<file path="config.mk">
export PLATFORM = sky130hd
export DESIGN_NAME = logic_arbiter
export DESIGN_NICKNAME = d
export VERILOG_FILES = /design/src/rtl/logic_arbiter.sv
export SDC_FILE = /design/constraint.sdc
export NUM_CORES = 1
export LEC_CHECK = 0
export ABC_AREA = 1
export BUFFER_PORTS_ARGS = -buffer_cell sky130_fd_sc_hd__buf_2
export CORE_UTILIZATION = 39
export CTS_BUF_LIST = sky130_fd_sc_hd__clkbuf_8
export DETAILED_ROUTE_END_ITERATION = 6
export HOLD_SLACK_MARGIN = 0.08
export SLEW_MARGIN = 20
export SYNTH_ARGS = -nofsm -noshare
export SYNTH_HDL_FRONTEND = slang
export SYNTH_SLANG_ARGS = --single-unit
</file>
<file path="constraint.sdc">
create_clock -name clk_i -period 1.3 [get_ports clk_i]
set_clock_uncertainty 0.1 [all_clocks]
set_input_delay 0.13 -clock clk_i [delete_from_list [all_inputs] [get_ports clk_i]]
set_output_delay 0.13 -clock clk_i [all_outputs]
set_load 0.1 [all_outputs]
</file>
<file path="src/rtl/logic_arbiter.sv">
// ---------------------------------------------------------------------------
// logic_arbiter
//
// Two-requester arbiter in front of one shared logic_unit. A request is
// accepted in IDLE, computed during a single EXEC cycle and then held in
// RESP until the granted requester consumes the result.
//
// Also defines:
//   alu_defs   - package with the 3-bit logic_unit opcodes
//   logic_unit - combinational N-bit logic/shift datapath
//
// Ports (logic_arbiter):
//   clk_i         in   1     clock, all state on rising edge
//   rst_ni        in   1     asynchronous active-low reset
//   req_valid_i   in   2     request valid, bit k = requester k
//   req_ready_o   out  2     request accepted (combinational, IDLE only)
//   req_a_i       in   2*N   operand A, requester k in [k*N +: N]
//   req_b_i       in   2*N   operand B / shift amount, same packing
//   req_op_i      in   6     opcode, requester k in [k*3 +: 3]
//   rsp_valid_o   out  2     result valid, bit k = requester k
//   rsp_ready_i   in   2     result consumed, bit k = requester k
//   rsp_result_o  out  N     registered result shared by both requesters
//   busy_o        out  1     high while in EXEC or RESP
//
// Configuration macro:
//   LOGIC_ARB_FIXED_PRIO_EN - when defined, requester 0 always wins a tie
//                             and no last-grant pointer exists; otherwise
//                             ties are resolved round-robin.
// ---------------------------------------------------------------------------

package alu_defs;
    localparam logic [2:0] LOGIC_AND    = 3'd0;
    localparam logic [2:0] LOGIC_OR     = 3'd1;
    localparam logic [2:0] LOGIC_XOR    = 3'd2;
    localparam logic [2:0] LOGIC_NOT    = 3'd3;
    localparam logic [2:0] LOGIC_SHIFTL = 3'd4;
    localparam logic [2:0] LOGIC_SHIFTR = 3'd5;
    // Codes 6 and 7 are unused and produce a zero result.
endpackage

module logic_unit #(
    parameter int N = 4
) (
    input  logic [2:0]   op,
    input  logic [N-1:0] a,
    input  logic [N-1:0] b,
    output logic [N-1:0] result
);
    import alu_defs::*;

    // N held one bit wider so a shift amount equal to N is representable.
    localparam logic [N:0] N_VAL = (N+1)'(N);

    logic shift_in_range;
    assign shift_in_range = ({1'b0, b} < N_VAL);

    // Shifts by N or more return zero rather than wrapping the amount.
    always_comb begin
        result = '0;
        case (op)
            LOGIC_AND:    result = a & b;
            LOGIC_OR:     result = a | b;
            LOGIC_XOR:    result = a ^ b;
            LOGIC_NOT:    result = ~a;
            LOGIC_SHIFTL: result = shift_in_range ? (a << b) : '0;
            LOGIC_SHIFTR: result = shift_in_range ? (a >> b) : '0;
            default:      result = '0;
        endcase
    end
endmodule

module logic_arbiter #(
    parameter int N = 4
) (
    input  logic           clk_i,
    input  logic           rst_ni,
    input  logic [1:0]     req_valid_i,
    output logic [1:0]     req_ready_o,
    input  logic [2*N-1:0] req_a_i,
    input  logic [2*N-1:0] req_b_i,
    input  logic [5:0]     req_op_i,
    output logic [1:0]     rsp_valid_o,
    input  logic [1:0]     rsp_ready_i,
    output logic [N-1:0]   rsp_result_o,
    output logic           busy_o
);
    typedef enum logic [1:0] {
        IDLE = 2'd0,
        EXEC = 2'd1,
        RESP = 2'd2
    } state_t;

    state_t       state;
    logic         grant_q;
    logic         grant_sel;
    logic [N-1:0] op_a_q;
    logic [N-1:0] op_b_q;
    logic [2:0]   op_code_q;
    logic [N-1:0] lu_result;
    logic [N-1:0] sel_a;
    logic [N-1:0] sel_b;
    logic [2:0]   sel_op;

`ifndef LOGIC_ARB_FIXED_PRIO_EN
    logic         last_grant_q;
`endif

    // Winner among the currently valid requesters. With a single valid
    // requester it wins outright; ~req_valid_i[0] picks requester 1 exactly
    // when requester 0 is idle.
    always_comb begin
`ifdef LOGIC_ARB_FIXED_PRIO_EN
        grant_sel = ~req_valid_i[0];
`else
        grant_sel = (&req_valid_i) ? ~last_grant_q : ~req_valid_i[0];
`endif
    end

    // Ready is combinational so the requester sees acceptance in the same
    // cycle; it is also forced low while reset is held.
    always_comb begin
        req_ready_o = 2'b00;
        if (rst_ni && (state == IDLE) && (|req_valid_i)) begin
            req_ready_o = grant_sel ? 2'b10 : 2'b01;
        end
    end

    assign sel_a  = grant_sel ? req_a_i[2*N-1:N] : req_a_i[N-1:0];
    assign sel_b  = grant_sel ? req_b_i[2*N-1:N] : req_b_i[N-1:0];
    assign sel_op = grant_sel ? req_op_i[5:3]    : req_op_i[2:0];

    // The datapath sees only the captured operands, never the live inputs.
    logic_unit #(.N(N)) u_logic_unit (
        .op     (op_code_q),
        .a      (op_a_q),
        .b      (op_b_q),
        .result (lu_result)
    );

    // Control FSM with registered response outputs. Reset abandons any
    // in-flight operation without emitting a response.
    always_ff @(posedge clk_i or negedge rst_ni) begin
        if (!rst_ni) begin
            state        <= IDLE;
            grant_q      <= 1'b0;
            op_a_q       <= '0;
            op_b_q       <= '0;
            op_code_q    <= '0;
            rsp_valid_o  <= 2'b00;
            rsp_result_o <= '0;
            busy_o       <= 1'b0;
`ifndef LOGIC_ARB_FIXED_PRIO_EN
            last_grant_q <= 1'b1;
`endif
        end else begin
            case (state)
                IDLE: begin
                    if (|req_valid_i) begin
                        grant_q   <= grant_sel;
                        op_a_q    <= sel_a;
                        op_b_q    <= sel_b;
                        op_code_q <= sel_op;
                        busy_o    <= 1'b1;
                        state     <= EXEC;
`ifndef LOGIC_ARB_FIXED_PRIO_EN
                        last_grant_q <= grant_sel;
`endif
                    end
                end
                EXEC: begin
                    rsp_result_o <= lu_result;
                    rsp_valid_o  <= grant_q ? 2'b10 : 2'b01;
                    state        <= RESP;
                end
                RESP: begin
                    // Only the granted requester's ready can end the response.
                    if (rsp_ready_i[grant_q]) begin
                        rsp_valid_o <= 2'b00;
                        busy_o      <= 1'b0;
                        state       <= IDLE;
                    end
                end
                default: begin
                    rsp_valid_o <= 2'b00;
                    busy_o      <= 1'b0;
                    state       <= IDLE;
                end
            endcase
        end
    end
endmodule

</file>
==> metrics.sh <==
RUN_STATUS='complete, but fails checks'
VIOLATIONS='setup timing'
MAX-CLOCK-PATH-BUFFERS=2
START_KIND='flop'
WORSTSETUPSTARTPOINT='state[0]$_DFFE_PN0P_'
CTS_ROOT_BUF='sky130_fd_sc_hd__clkbuf_8'
TOTAL_NEGATIVE_SLACK_FOR_SETUP_CHECKS_NS=-4.50
DRT_DRC_VIOLATIONS_LEFT=0
PIN_COUNT_OF_THE_BIGGEST_NET_ENTERING_GLOBAL_ROUTING=23
TOTAL_LEAKAGE_POWER_nW=1.33
FLOORPLAN.ROWS=21
POSTSYNTHAREAPERCELL_UM2=7.35
GPL.FINAL_WEIGHTED_CONGESTION=0.857
CLK_TRANSITION_REPORTED_PATHS_NS=0.08
CLOCK_LATENCY_AT_THE_LATER_PIN_OF_THE_WORST_SKEW_PAIR_NS=0.26
DIODES=0
CTSHTREEMAXLEVEL=1
DP_HPWL_MM=3.00
DIE_WIDTH_UM=63.0
SLEW_VIOL_FINAL=0
SLEW_HEADROOM_PCT=76.6
FIRST_GLOBAL_VIAS=1781
GRT_ANTENNA_BEFORE_REPAIR=0
CLOCK-SINKS=22
GLOBALROUTE.TOTALOVERFLOW=0
SYNTH_CELL_TYPES=22
WORSTMARGINPINSLEW_NS=0.351
TOP_LAYER_USED='met4'
ARRIVAL_NS=1.49
MET2_LENGTH_MM=2.88
CORE_AREA_UM2=3440
WL_MET1_MM=2.22
DIE_HEIGHT_UM=63.0
FP.DIEAREA_UM2=3960
FINAL.PERIOD_UTILIZATION_PCT=132
NET_COUNT_REPORTED_AT_FINISH=345
SYNTH-WARNING-COUNT=0
FINAL.FILL_COUNT=209
FINALHOLDVIOLATIONS=0
IOS=37
LAYOUTNONFILLERINSTCOUNT=353
CRITICAL_PATH.MAX_FANOUT=3
SETUP_SLACK_NS=-0.422
DRT-PASS1-ITER-COUNT=4
MOSTFREQUENTLAYOUTCELLS='sky130_fd_sc_hd__buf_4, sky130_fd_sc_hd__nand2_1, sky130_fd_sc_hd__buf_2'
TRITONCTS='done'
SYN_STD_CELL_AREA_UM2=1450
START_UTIL_PCT=42.1
FINAL_COMMON_CELL='sky130_fd_sc_hd__buf_4'
PLACED_CELLS=307
ROUTE.DETAILED.WL_PER_INST_UM=15.4
SYNTHCELLS=197
POSTROUTEANTENNANETS=0
CP-END-KIND='output port'
ROUTED_WL_MM=5.42
AREAGROWTHSYNTHTOFINISH_PCT=87.1
ROUTE.DETAILED.VIAS_PER_INST=5.14
DRT_FIRST_ITER_VIOLATIONS=116
WORST_IR_DROP_VDD_mV=1.76
SYNTH_FP_NETS=234
GLOBALROUTETOTALUTIL_PCT=26.4
MAX_CAP_VIOLATIONS=0
FINAL_LAYOUT_SIZE_SUFFIX_GT1_SHARE_PCT=50.8
CRITICALPATHCATEGORY='reg2out'
VIAS=1813
PORT_BUFFERS=36
FMAX_MHz=581
FF_LATCH_AREA_UM2=557
GRT_FIRST_PASS_WIRELENGTH_MM=8.16
FINAL.MIN_CLOCK_PERIOD_NS=1.72
SYNTH-SEQ-AREA-SHARE_PCT=38.1
AREA_OF_COMBINATIONAL_CELLS_WITH_MULTIPLE_INPUTS_UM2=965
TOTAL_CLOCK_BUFFERS_CREATED_BY_CTS=3
POWER.DENSITY_CELL_AREA_nW_PER_UM2=2620
WL_MET3_UM=206
RSZ0062_AT_GRT='true'
HOLD_START='req_b_i[6]'
REGTOREGSTARTPOINT='state[0]$_DFFE_PN0P_'
WP_DATA_REQUIRED_NS=1.07
HOLD_PATH_CLASS='in2reg'
REPORT.FINAL.SETUP_VIOL=19
YS_FF_LATCH=22
Yosys cell counts (all sizes together):
| cell type | count | area [um^2] |
|---|---|---|
| a21oi | 3 | 15.0 |
| buf | 5 | 33.8 |
| dfrtp | 21 | 526 |
| dfstp | 1 | 26.3 |
| ha | 9 | 113 |
| inv | 23 | 86.3 |
| nand2 | 49 | 194 |
| nand3 | 24 | 125 |
| nand4 | 5 | 31.3 |
| nor2 | 26 | 125 |
| nor3 | 1 | 10.0 |
| o21ai | 19 | 95.1 |
| o22ai | 11 | 68.8 |
worst max-delay path, cell delays in order, from the launching register on:
cell	delay (ns)
sky130_fd_sc_hd__dfrtp_1	0.41
sky130_fd_sc_hd__nor2_2	0.17
sky130_fd_sc_hd__inv_2	0.07
sky130_fd_sc_hd__nor2_4	0.16
sky130_fd_sc_hd__nand2_2	0.11
sky130_fd_sc_hd__nor2_4	0.13
sky130_fd_sc_hd__buf_12	0.18
logic make-up after synthesis:
logic type      share of synthesized area [%]
fa+ha+maj                                7.77
simple gates                             33.5
buf+inv                                  8.29
compound gates                           12.3
flops                                    38.1
cell type report:
class / instances / share of cell area, %
Timing Repair Buffer: 111 / 36.4
Clock buffer: 4 / 2.03
Sequential cell: 22 / 20.5
Inverter: 23 / 3.37
Tap cell: 46 / 2.12
Multi-Input combinational cell: 147 / 35.6
flip-flops by register name (all words and copies together), names as in the netlist:
signal / count
last_grant_q: 1
op_b_q: 4
op_a_q: 4
grant_q: 1
busy_o: 1
op_code_q: 3
rsp_result_o: 4
rsp_valid_o: 2
state: 2
path summary, 6_finish.rpt:
check | slack [ns] | cells after the start | to
worst min-delay path | 0.08 | 3 | op_b_q[2]$_DFFE_PN0P_
min in group asynchronous | 0.28 | 3 | busy_o$_DFFE_PN0P_
worst max register to register | -0.34 | 8 | op_code_q[0]$_DFFE_PN0P_
worst min register to register | 0.42 | 2 | last_grant_q$_DFFE_PN1P_
max in group asynchronous | 0.55 | 3 | last_grant_q$_DFFE_PN1P_
worst max-delay path | -0.42 | 6 | req_ready_o[1]
per-stage QoR:
step	utilization [%]	setup slack (ns)	hold WS (ns)	power [mW]	instance area, um^2
after detailed placement	60.5	-0.105	0.0342	5.19	2080
after global routing	78.8	-0.456	0.0890	7.50	2710
after CTS	73.7	-0.353	0.0880	6.29	2540
after floorplan	-	-0.530	-0.266	3.63	1510
final	78.8	-0.422	0.0788	7.10	2710
after global placement	60.5	-0.102	0.0370	5.17	2080
repair_timing:
action                                  in CTS  in global routing
pin swaps                                    9                 21
hold buffers                                23                  0
resized for setup                           26                 42
cloned                                       0                  0
endpoints found under the hold margin       34                  0
endpoints found under the setup margin      18                 22
setup buffers                               12                 11
metal layers:
layer / vias to the layer above / global-route usage [%]
met5: - / 0
met4: 0 / 9.01
li1: 874 / -
met3: 14 / 3.10
met1: 860 / 31.0
met2: 65 / 48.7
power breakdown:
group | switching [mW] | internal [mW] | total (mW)
combinational | 2.86 | 2.36 | 5.21
sequential | 0.346 | 1.03 | 1.38
clock | 0.234 | 0.270 | 0.505
total | 3.44 | 3.66 | 7.10
(Power assumes the default switching activity.)
